===== src/rtl/soc_bus_router.sv =====
// Single-master MMIO router: decodes each request against the slave address map and forwards it
// to one slave at a time, terminating unmapped or silent targets with an error response.
module soc_bus_router #(
  parameter int          SLAVES                       = 3,
  parameter logic [31:0] LOW_ADDRESS  [SLAVES]        = '{32'h0000_0000, 32'h0000_1000, 32'h0000_2000},
  parameter logic [31:0] HIGH_ADDRESS [SLAVES]        = '{32'h0000_0FFC, 32'h0000_100C, 32'h0000_2FFC},
  parameter int          TIMEOUT_CYCLES               = 1024
) (
  input  logic                   clk_i,
  input  logic                   rst_i,
  input  logic                   m_req_valid_i,
  output logic                   m_req_ready_o,
  input  logic                   m_req_write_i,
  input  logic [31:0]            m_req_addr_i,
  input  logic [31:0]            m_req_wdata_i,
  input  logic [3:0]             m_req_strb_i,
  output logic                   m_rsp_valid_o,
  input  logic                   m_rsp_ready_i,
  output logic [31:0]            m_rsp_data_o,
  output logic                   m_rsp_error_o,
  output logic [SLAVES-1:0]      s_req_valid_o,
  input  logic [SLAVES-1:0]      s_req_ready_i,
  output logic                   s_req_write_o,
  output logic [31:0]            s_req_addr_o,
  output logic [31:0]            s_req_wdata_o,
  output logic [3:0]             s_req_strb_o,
  input  logic [SLAVES-1:0]      s_rsp_valid_i,
  output logic [SLAVES-1:0]      s_rsp_ready_o,
  input  logic [32*SLAVES-1:0]   s_rsp_data_i,
  input  logic [SLAVES-1:0]      s_rsp_error_i,
  output logic                   bus_error_o,
  output logic [31:0]            bus_error_addr_o
);

  localparam int CW = $clog2(TIMEOUT_CYCLES);

  typedef enum logic [2:0] {
    ST_IDLE     = 3'd0,
    ST_DECODE   = 3'd1,
    ST_REQUEST  = 3'd2,
    ST_WAIT_RSP = 3'd3,
    ST_RESPOND  = 3'd4
  } state_t;

  state_t              r_state;
  logic [SLAVES-1:0]   r_sel;
  logic [CW-1:0]       r_cnt;
  logic                r_write;
  logic [31:0]         r_addr;
  logic [31:0]         r_wdata;
  logic [3:0]          r_strb;
  logic [31:0]         r_rsp_data;
  logic                r_rsp_error;
  logic                r_rsp_valid;
  logic                r_req_ready;
  logic [SLAVES-1:0]   r_s_req_valid;
  logic [SLAVES-1:0]   r_s_rsp_ready;
  logic                r_bus_error;
  logic [31:0]         r_bus_error_addr;

  state_t              w_state_nxt;
  logic [SLAVES-1:0]   w_sel_nxt;
  logic [CW-1:0]       w_cnt_nxt;
  logic                w_latch;
  logic [31:0]         w_rsp_data_nxt;
  logic                w_rsp_error_nxt;
  logic                w_bus_error;
  logic [31:0]         w_word_addr;
  logic [SLAVES-1:0]   w_match;
  logic                w_hit;
  logic [31:0]         w_rdata;
  logic                w_rerr;
  logic                w_req_hit;
  logic                w_rsp_hit;
  logic                w_timeout;

  // Byte offset bits never influence which slave owns an address.
  assign w_word_addr = {r_addr[31:2], 2'b00};
  assign w_rerr      = |(s_rsp_error_i & r_sel);
  assign w_req_hit   = |(s_req_ready_i & r_sel);
  assign w_rsp_hit   = |(s_rsp_valid_i & r_sel);
  assign w_timeout   = (r_cnt == CW'(TIMEOUT_CYCLES - 1));

  // Address decode: lowest-index matching range wins.
  always_comb begin
    w_match = '0;
    w_hit   = 1'b0;
    for (int i = 0; i < SLAVES; i++) begin
      if (!w_hit && (w_word_addr >= LOW_ADDRESS[i]) && (w_word_addr <= HIGH_ADDRESS[i])) begin
        w_match[i] = 1'b1;
        w_hit      = 1'b1;
      end else begin
        w_match[i] = 1'b0;
      end
    end
  end

  // Read-data mux from the selected slave.
  always_comb begin
    w_rdata = '0;
    for (int i = 0; i < SLAVES; i++) begin
      w_rdata = w_rdata | (s_rsp_data_i[32*i +: 32] & {32{r_sel[i]}});
    end
  end

  // Next-state and transaction bookkeeping.
  always_comb begin
    w_state_nxt     = r_state;
    w_sel_nxt       = r_sel;
    w_cnt_nxt       = r_cnt;
    w_latch         = 1'b0;
    w_rsp_data_nxt  = r_rsp_data;
    w_rsp_error_nxt = r_rsp_error;
    w_bus_error     = 1'b0;
    case (r_state)
      ST_IDLE: begin
        if (m_req_valid_i) begin
          w_latch     = 1'b1;
          w_state_nxt = ST_DECODE;
        end else begin
          w_state_nxt = ST_IDLE;
        end
      end
      ST_DECODE: begin
        if (w_hit) begin
          w_sel_nxt   = w_match;
          w_cnt_nxt   = '0;
          w_state_nxt = ST_REQUEST;
        end else begin
          w_rsp_data_nxt  = 32'h0000_0000;
          w_rsp_error_nxt = 1'b1;
          w_bus_error     = 1'b1;
          w_state_nxt     = ST_RESPOND;
        end
      end
      ST_REQUEST: begin
        if (w_timeout) begin
          w_rsp_data_nxt  = 32'h0000_0000;
          w_rsp_error_nxt = 1'b1;
          w_bus_error     = 1'b1;
          w_sel_nxt       = '0;
          w_state_nxt     = ST_RESPOND;
        end else if (w_req_hit) begin
          w_cnt_nxt   = r_cnt + CW'(1);
          w_state_nxt = ST_WAIT_RSP;
        end else begin
          w_cnt_nxt = r_cnt + CW'(1);
        end
      end
      ST_WAIT_RSP: begin
        // A response arriving in the last counted cycle beats the timeout.
        if (w_rsp_hit) begin
          w_rsp_data_nxt  = (r_write || w_rerr) ? 32'h0000_0000 : w_rdata;
          w_rsp_error_nxt = w_rerr;
          w_sel_nxt       = '0;
          w_state_nxt     = ST_RESPOND;
        end else if (w_timeout) begin
          w_rsp_data_nxt  = 32'h0000_0000;
          w_rsp_error_nxt = 1'b1;
          w_bus_error     = 1'b1;
          w_sel_nxt       = '0;
          w_state_nxt     = ST_RESPOND;
        end else begin
          w_cnt_nxt = r_cnt + CW'(1);
        end
      end
      ST_RESPOND: begin
        if (m_rsp_ready_i) begin
          w_state_nxt = ST_IDLE;
        end else begin
          w_state_nxt = ST_RESPOND;
        end
      end
      default: begin
        w_state_nxt = ST_IDLE;
      end
    endcase
  end

  // State, payload and output registers; outputs are precomputed from the next state.
  always_ff @(posedge clk_i) begin
    if (rst_i) begin
      r_state          <= ST_IDLE;
      r_sel            <= '0;
      r_cnt            <= '0;
      r_write          <= 1'b0;
      r_addr           <= 32'h0000_0000;
      r_wdata          <= 32'h0000_0000;
      r_strb           <= 4'h0;
      r_rsp_data       <= 32'h0000_0000;
      r_rsp_error      <= 1'b0;
      r_rsp_valid      <= 1'b0;
      r_req_ready      <= 1'b0;
      r_s_req_valid    <= '0;
      r_s_rsp_ready    <= '0;
      r_bus_error      <= 1'b0;
      r_bus_error_addr <= 32'h0000_0000;
    end else begin
      r_state     <= w_state_nxt;
      r_sel       <= w_sel_nxt;
      r_cnt       <= w_cnt_nxt;
      r_rsp_data  <= w_rsp_data_nxt;
      r_rsp_error <= w_rsp_error_nxt;
      if (w_latch) begin
        r_write <= m_req_write_i;
        r_addr  <= m_req_addr_i;
        r_wdata <= m_req_wdata_i;
        r_strb  <= m_req_strb_i;
      end
      if (w_bus_error) begin
        r_bus_error_addr <= r_addr;
      end
      r_bus_error   <= w_bus_error;
      r_req_ready   <= (w_state_nxt == ST_IDLE);
      r_rsp_valid   <= (w_state_nxt == ST_RESPOND);
      r_s_req_valid <= (w_state_nxt == ST_REQUEST) ? w_sel_nxt : '0;
      // Every slave not currently being requested may always drain a response.
      r_s_rsp_ready <= ~((w_state_nxt == ST_REQUEST) ? w_sel_nxt : '0);
    end
  end

  assign m_req_ready_o    = r_req_ready;
  assign m_rsp_valid_o    = r_rsp_valid;
  assign m_rsp_data_o     = r_rsp_data;
  assign m_rsp_error_o    = r_rsp_error;
  assign s_req_valid_o    = r_s_req_valid;
  assign s_req_write_o    = r_write;
  assign s_req_addr_o     = r_addr;
  assign s_req_wdata_o    = r_wdata;
  assign s_req_strb_o     = r_strb;
  assign s_rsp_ready_o    = r_s_rsp_ready;
  assign bus_error_o      = r_bus_error;
  assign bus_error_addr_o = r_bus_error_addr;

endmodule


===== config.mk =====
export PLATFORM = sky130hd
export DESIGN_NAME = soc_bus_router
export DESIGN_NICKNAME = d
export VERILOG_FILES = /design/src/rtl/soc_bus_router.sv
export SDC_FILE = /design/constraint.sdc
export NUM_CORES = 1
export LEC_CHECK = 0
export BUFFER_PORTS_ARGS = -buffer_cell sky130_fd_sc_hd__buf_4
export CORE_MARGIN = 2
export CORE_UTILIZATION = 46
export CTS_CLUSTER_DIAMETER = 80
export DETAILED_ROUTE_END_ITERATION = 10
export PLACE_DENSITY = 0.87
export SYNTH_ARGS = -nofsm -noshare
export SYNTH_HDL_FRONTEND = slang
export SYNTH_SLANG_ARGS = --single-unit

===== constraint.sdc =====
create_clock -name clk_i -period 2.21 [get_ports clk_i]
set_input_delay 0 -clock clk_i [delete_from_list [all_inputs] [get_ports clk_i]]
set_output_delay 0 -clock clk_i [all_outputs]
set_load 0.01 [all_outputs]

# Word-level counts from Yosys, hierarchy flattened
# Index checks and enable logic that the tools add are counted.
totals:
  regBits: 159
  input_bits: 178
  output_inout_bits: 143
  elab_cells: 94
classes:
  n_addsub: 1
  magnitude_cmp: 6
  n_eq_ne: 10
  n_mux: 37
  bitwise: 9
  n_reduce_logical: 16
ops:
  columns: ["op", "count"]
  rows:
  - ["32-bit two-way mux", 4]
  - ["32-bit AND", 3]
  - ["32-bit one-hot mux with 3 select lines", 1]
  - ["32-bit bitwise OR", 2]
  - ["32-bit by 1-bit >= comparator with 1-bit output, second input constant", 1]
  - ["32-bit by 13-bit >= comparator with 1-bit output, second input constant", 1]
  - ["32-bit by 14-bit >= comparator with 1-bit output, second input constant", 1]
  - ["32-bit by 12-bit <= comparator with 1-bit output, second input constant", 1]
  - ["32-bit by 13-bit <= comparator with 1-bit output, second input constant", 1]
  - ["32-bit by 14-bit <= comparator with 1-bit output, second input constant", 1]
  - ["10-bit two-way mux", 3]
  - ["3-bit two-way mux", 10]
  - ["10-bit one-hot mux with 3 select lines", 1]
  - ["3-bit one-hot mux with 5 select lines", 1]
  - ["1-bit two-way mux", 14]
  - ["10-bit by 1-bit adder with 10-bit output, second input constant", 1]
  - ["10-bit == test, second input constant", 1]
  - ["3-bit AND", 3]
  - ["3-bit by 2-bit == test with 1-bit output, second input constant", 3]
  - ["3-bit one-hot mux with 3 select lines", 1]
  - ["3-bit OR reduction", 3]
  - ["3-bit == test, second input constant", 2]
  - ["3-bit zero test", 2]
  - ["2-bit inequality test, second input constant", 3]
  - ["other kinds (9)", 15]

# Longest topological paths before layout
depth:
  depth_word: 16
  mapped_depth: 8

# Worst setup path after synthesis
# No wires, ideal clock.
synth_timing:
  path_type: "register to register"
  startpoint: "register r_addr[8] (netlist: s_req_addr_o[8])"
  endpoint: "register r_bus_error_addr[10] (netlist: bus_error_addr_o[10])"
  setup_ns: 0.072
  arrival_time_ns: 2.025
  t_required_ns: 2.138
  setup_slack_ns: 0.113
  path_stages_with_launch: 7
  path_buffers: 1
  path_cell_list: "dfxtp_1 -> or4_4 -> o31ai_2 -> a31oi_1 -> a31oi_4 -> buf_6 -> mux2i_1"
synth_between:
  elab_chain_cells: 13
  elab_cells_between_ends: 18
  cone_classes: "6 x order compare; 5 x mux; 7 x reduce/logical"
synth_rtl:
  columns: ["element", "line", "source"]
  rows:
  - ["start: declaration", "49", "logic [31:0] r_addr;"]
  - ["start signal: assignment", "206", "r_addr <= m_req_addr_i;"]
  - ["32-bit by 1-bit >= comparator with 1-bit output or 32-bit by 12-bit <= comparator with 1-bit output (tied branches)", "89", "if (!w_hit && (w_word_addr >= LOW_ADDRESS[i]) && (w_word_addr <= HIGH_ADDRESS[i])) begin"]
  - ["1-bit logical AND", "89", null]
  - ["1-bit two-way mux", "89", null]
  - ["1-bit zero test", "89", null]
  - ["1-bit logical AND (2 in a row)", "89", null]
  - ["1-bit two-way mux", "89", null]
  - ["1-bit zero test", "89", null]
  - ["1-bit logical AND (2 in a row)", "89", null]
  - ["1-bit two-way mux *", "89", null]
  - ["1-bit two-way mux *", "125", "if (w_hit) begin"]
  - ["1-bit one-hot mux with 3 select lines *", "115", "case (r_state)"]
  - ["end signal: assignment", "211", "r_bus_error_addr <= r_addr;"]
  - ["end: declaration", "59", "logic [31:0] r_bus_error_addr;"]
# Every way passes the cells marked *; elsewhere a longest branch is shown, timed or not.
# A chain may end at the register's enable or synchronous reset.

# Final worst setup path
layout_timing:
  startpoint: "register r_addr[16] (netlist: s_req_addr_o[16])"
  endpoint: "register r_bus_error_addr[13] (netlist: bus_error_addr_o[13])"
# The elaborated chain is that of the path after synthesis.

==> metrics.txt <==
period utilization 1.044; Initial DRC Count 873; reg2reg start s_req_addr_o[16]$_SDFFE_PP0P_; Switch Pwr 2.106 mW; H-tree depth 4; area growth from synthesis to layout 66.57%; Yosys top cell area share 0.4810; CP Max Fanout 9; Synth Register Bits 159; Max Slew Vio Count 0; Worst EP arrival 2.67 ns; reg2reg end bus_error_addr_o[13]$_SDFFE_PP0P_; mux cell area share after synthesis 0.06050; initial core utilization 0.4731; I/O pins 321; initial antenna violation count 0; Slew @ Worst Pin 0.6552 ns; ANT nets after route 0; FFs w/ async S/R, synth 0; CP startpoint kind flop; TritonCTS clock tree yes; Root Driver clkbuf_16; met1 usage 0.3651; Seq pwr share 0.396; Setup crit end kind flop; min Tclk post-route 2.307 ns; final hold vios 0; maxcap violations 0; CTS Buf Count 17; core area 0.01399 mm2; HP Class input port to flop; Syn Std Cell Area 0.006618 mm2; drt drc 0; Max transition margin 0.5571; Power Internal 5.780 mW; dpl cell area 0.009368 mm2; RePlAce Congestion 0.8860; gr usage total 0.3311; wire length per cell 20.14 um; first-pass GRT wire length 38840 um; failing checks setup timing; CP Capture Point bus_error_addr_o[13]$_SDFFE_PP0P_; layout cells sized above 1 0.3830; Final nets 1367; combinational fraction of design power 0.195; Crit Path Category flop to flop; register area share after synthesis 0.4810; final setup fails 32; largest net degree at the start of global routing 69; Syn Area/Cell 8.398 um2; setup slack at placement 0.01807 ns; met2 GRT Util 0.5755; most area-consuming cells after synthesis dfxtp_1 (48%), nand2_1 (12%), a21oi_1 (8.4%); vias in the first global route 7666; worst-case reg-to-reg path depth 7; Req. time, crit path 2.57 ns; peak supply drop 584.3 uV; RSZ-0062 raised after global routing true; number of I/O port buffers 320; routed wire length 27820 um; Diodes inserted 0; total die area 0.01536 mm2; placement row count 43; syn_nets 967; CTS Sinks 159; met3 Resource Use GR 0.09982; CP startpoint s_req_addr_o[16]$_SDFFE_PP0P_; outcome complete, but fails checks; Compound-Gate Fraction of Synth Area 0.1976; adder and majority gate portion of the synthesized area 0.001891; Synth Area in XOR/XNOR 0; Die Y 123.9 um; clock latency at the later pin of the worst-skew pair 0.43 ns; Synth Warn # 0; Leak 4.888 nW; DPL Wire Length 16360 um; clock skew 0.008731 ns; Post-synth EDFFs 0; die width 123.9 um; Simple-Gate Fraction of Synth Area 0.2125; reg2reg setup slack -0.1 ns; grt total ovfl 0; Synth area leader dfxtp_1; Post-synth top cells nand2_1 (217), dfxtp_1 (159), a21oi_1 (111); switch share 0.2671; post-synthesis cell count 788; drt first pass iters 7; final worst setup slack -0.09658 ns; CTS Buffer Depth 2; Top FF cell, synth dfxtp_1; via count 7925; busiest grt layer met2; largest family of logic cells by synthesized area simple AND/OR/NAND/NOR gates; distinct cell type count after synthesis 51; Clock Pin Slew Worst Setup and Hold Paths 0.07 ns; Clock power frac 0.410; most common cell in the netlist nand2_1; Power Density 715.4 mW/mm2; vias per inst 5.739; fmax 433.5 MHz; Design Area, Final 0.01102 mm2
==> repair_timing <==
action | 4_1_cts | 5_1_grt
setup buffers | 1 | 10
gates cloned | 0 | 5
hold buffers | 72 | 0
hold endpoints to repair | 76 | 0
setup endpoints to repair | 6 | 79
pin swaps | 0 | 9
gates resized for setup | 1 | 26
==> area by class of cell <==
type	instances	area (um2)
Timing Repair Buffer	448	3747
Tap cell	180	225.2
Clock buffer	17	425.4
Clock inverter	15	216.5
Inverter	3	11.26
Fill cell	850	2965
Sequential cell	159	3184
Multi-Input combinational cell	559	3213
==> power by group through the flow <==
stage	sequential, mW	clock [mW]	combinational [mW]
after floorplan	3.21	0	0.516
after global placement	3.16	0	1.20
after detailed placement	3.16	0	1.22
after CTS	3.10	3.23	1.34
after global routing	3.13	3.37	1.62
final	3.12	3.23	1.53
==> state kept, by name, summed over array words and instances (netlist names), 3 cells and up <==
name,count
bus_error_addr_o,32
m_rsp_data_o,32
s_req_addr_o,32
s_req_wdata_o,32
r_cnt,10
s_req_strb_o,4
r_sel,3
r_state,3
s_req_valid_o,3
s_rsp_ready_o,3
==> how the worst min path moves through the flow <==
stage                           start  cells after the start  slack [ns]                              to
detailed placement  m_req_wdata_i[21]                      3        0.26  s_req_wdata_o[21]$_SDFFE_PP0P_
global route         s_rsp_data_i[79]                      4        0.08   m_rsp_data_o[15]$_SDFFE_PP0P_
global placement    m_req_wdata_i[11]                      3        0.25  s_req_wdata_o[11]$_SDFFE_PP0P_
CTS                  s_req_ready_i[0]                      5       0.004           r_state[0]$_SDFF_PP0_
floorplan             m_req_strb_i[0]                      2        0.14    s_req_strb_o[0]$_SDFFE_PP0P_
finish               s_req_ready_i[0]                      5        0.03           r_state[0]$_SDFF_PP0_
==> routing by layer <==
layer	share of wire	wire (um)	vias up
met5	0	0	-
met4	0.050	1389	0
met3	0.093	2591	124
met2	0.49	13700	475
met1	0.36	10140	3758
li1	-	-	3568
==> layout by cell type (no fill, tap or decap), types with 3 or more instances in the layout <==
cell type,n
nand2_1,217
dfxtp_1,158
nand4_1,3
clkinv_2,5
o21a_1,3
bufinv_16,5
buf_4,361
mux2i_2,3
nand3_1,6
nor4_1,4
and3_1,6
clkbuf_16,22
or2_2,28
or2_1,5
a21oi_1,110
o31a_1,3
nand2b_1,9
o21ai_1,16
dlygate4sd3_1,72
or4_4,4
and2_1,3
o21ai_0,21
nor2_1,7
nor3_1,3
a222oi_1,33
buf_12,9
mux2i_1,37
==> cell families (layout without fill, tap and decap cells) <==
kind of cell | Yosys count | after routing
DFF | 159 | 159
buffers and inverters | 70 | 483
AOI/OAI and AO/OA | 208 | 208
muxes | 40 | 40
and+or+nand+nor | 310 | 310
adders and majority gates | 1 | 1
==> metrics by stage <==
stage          total power [mW]  instances  setup TNS [ns]  hold slack (ns)    util
2_1_floorplan             3.723        788               0           0.1360       -
3_3_place_gp              4.360       1261               0           0.2468  0.6697
3_5_place_dp              4.387       1261               0           0.2553  0.6697
4_1_cts                   7.676       1366        -0.01018         0.004068  0.7679
5_1_grt                   8.117       1381          -4.051          0.07974  0.7880
6_report                  7.886       1381          -1.284          0.03497  0.7880
==> worst max-delay path, stage by stage, from the launching register on <==
cell and delay [ns]:
dfxtp_1 0.35, nor4_2 0.49, and3_1 0.40, a31oi_2 0.19, a31oi_4 0.23, buf_4 0.20
clkbuf_16 0.18, mux2i_1 0.19
(Power assumes the default switching activity.)
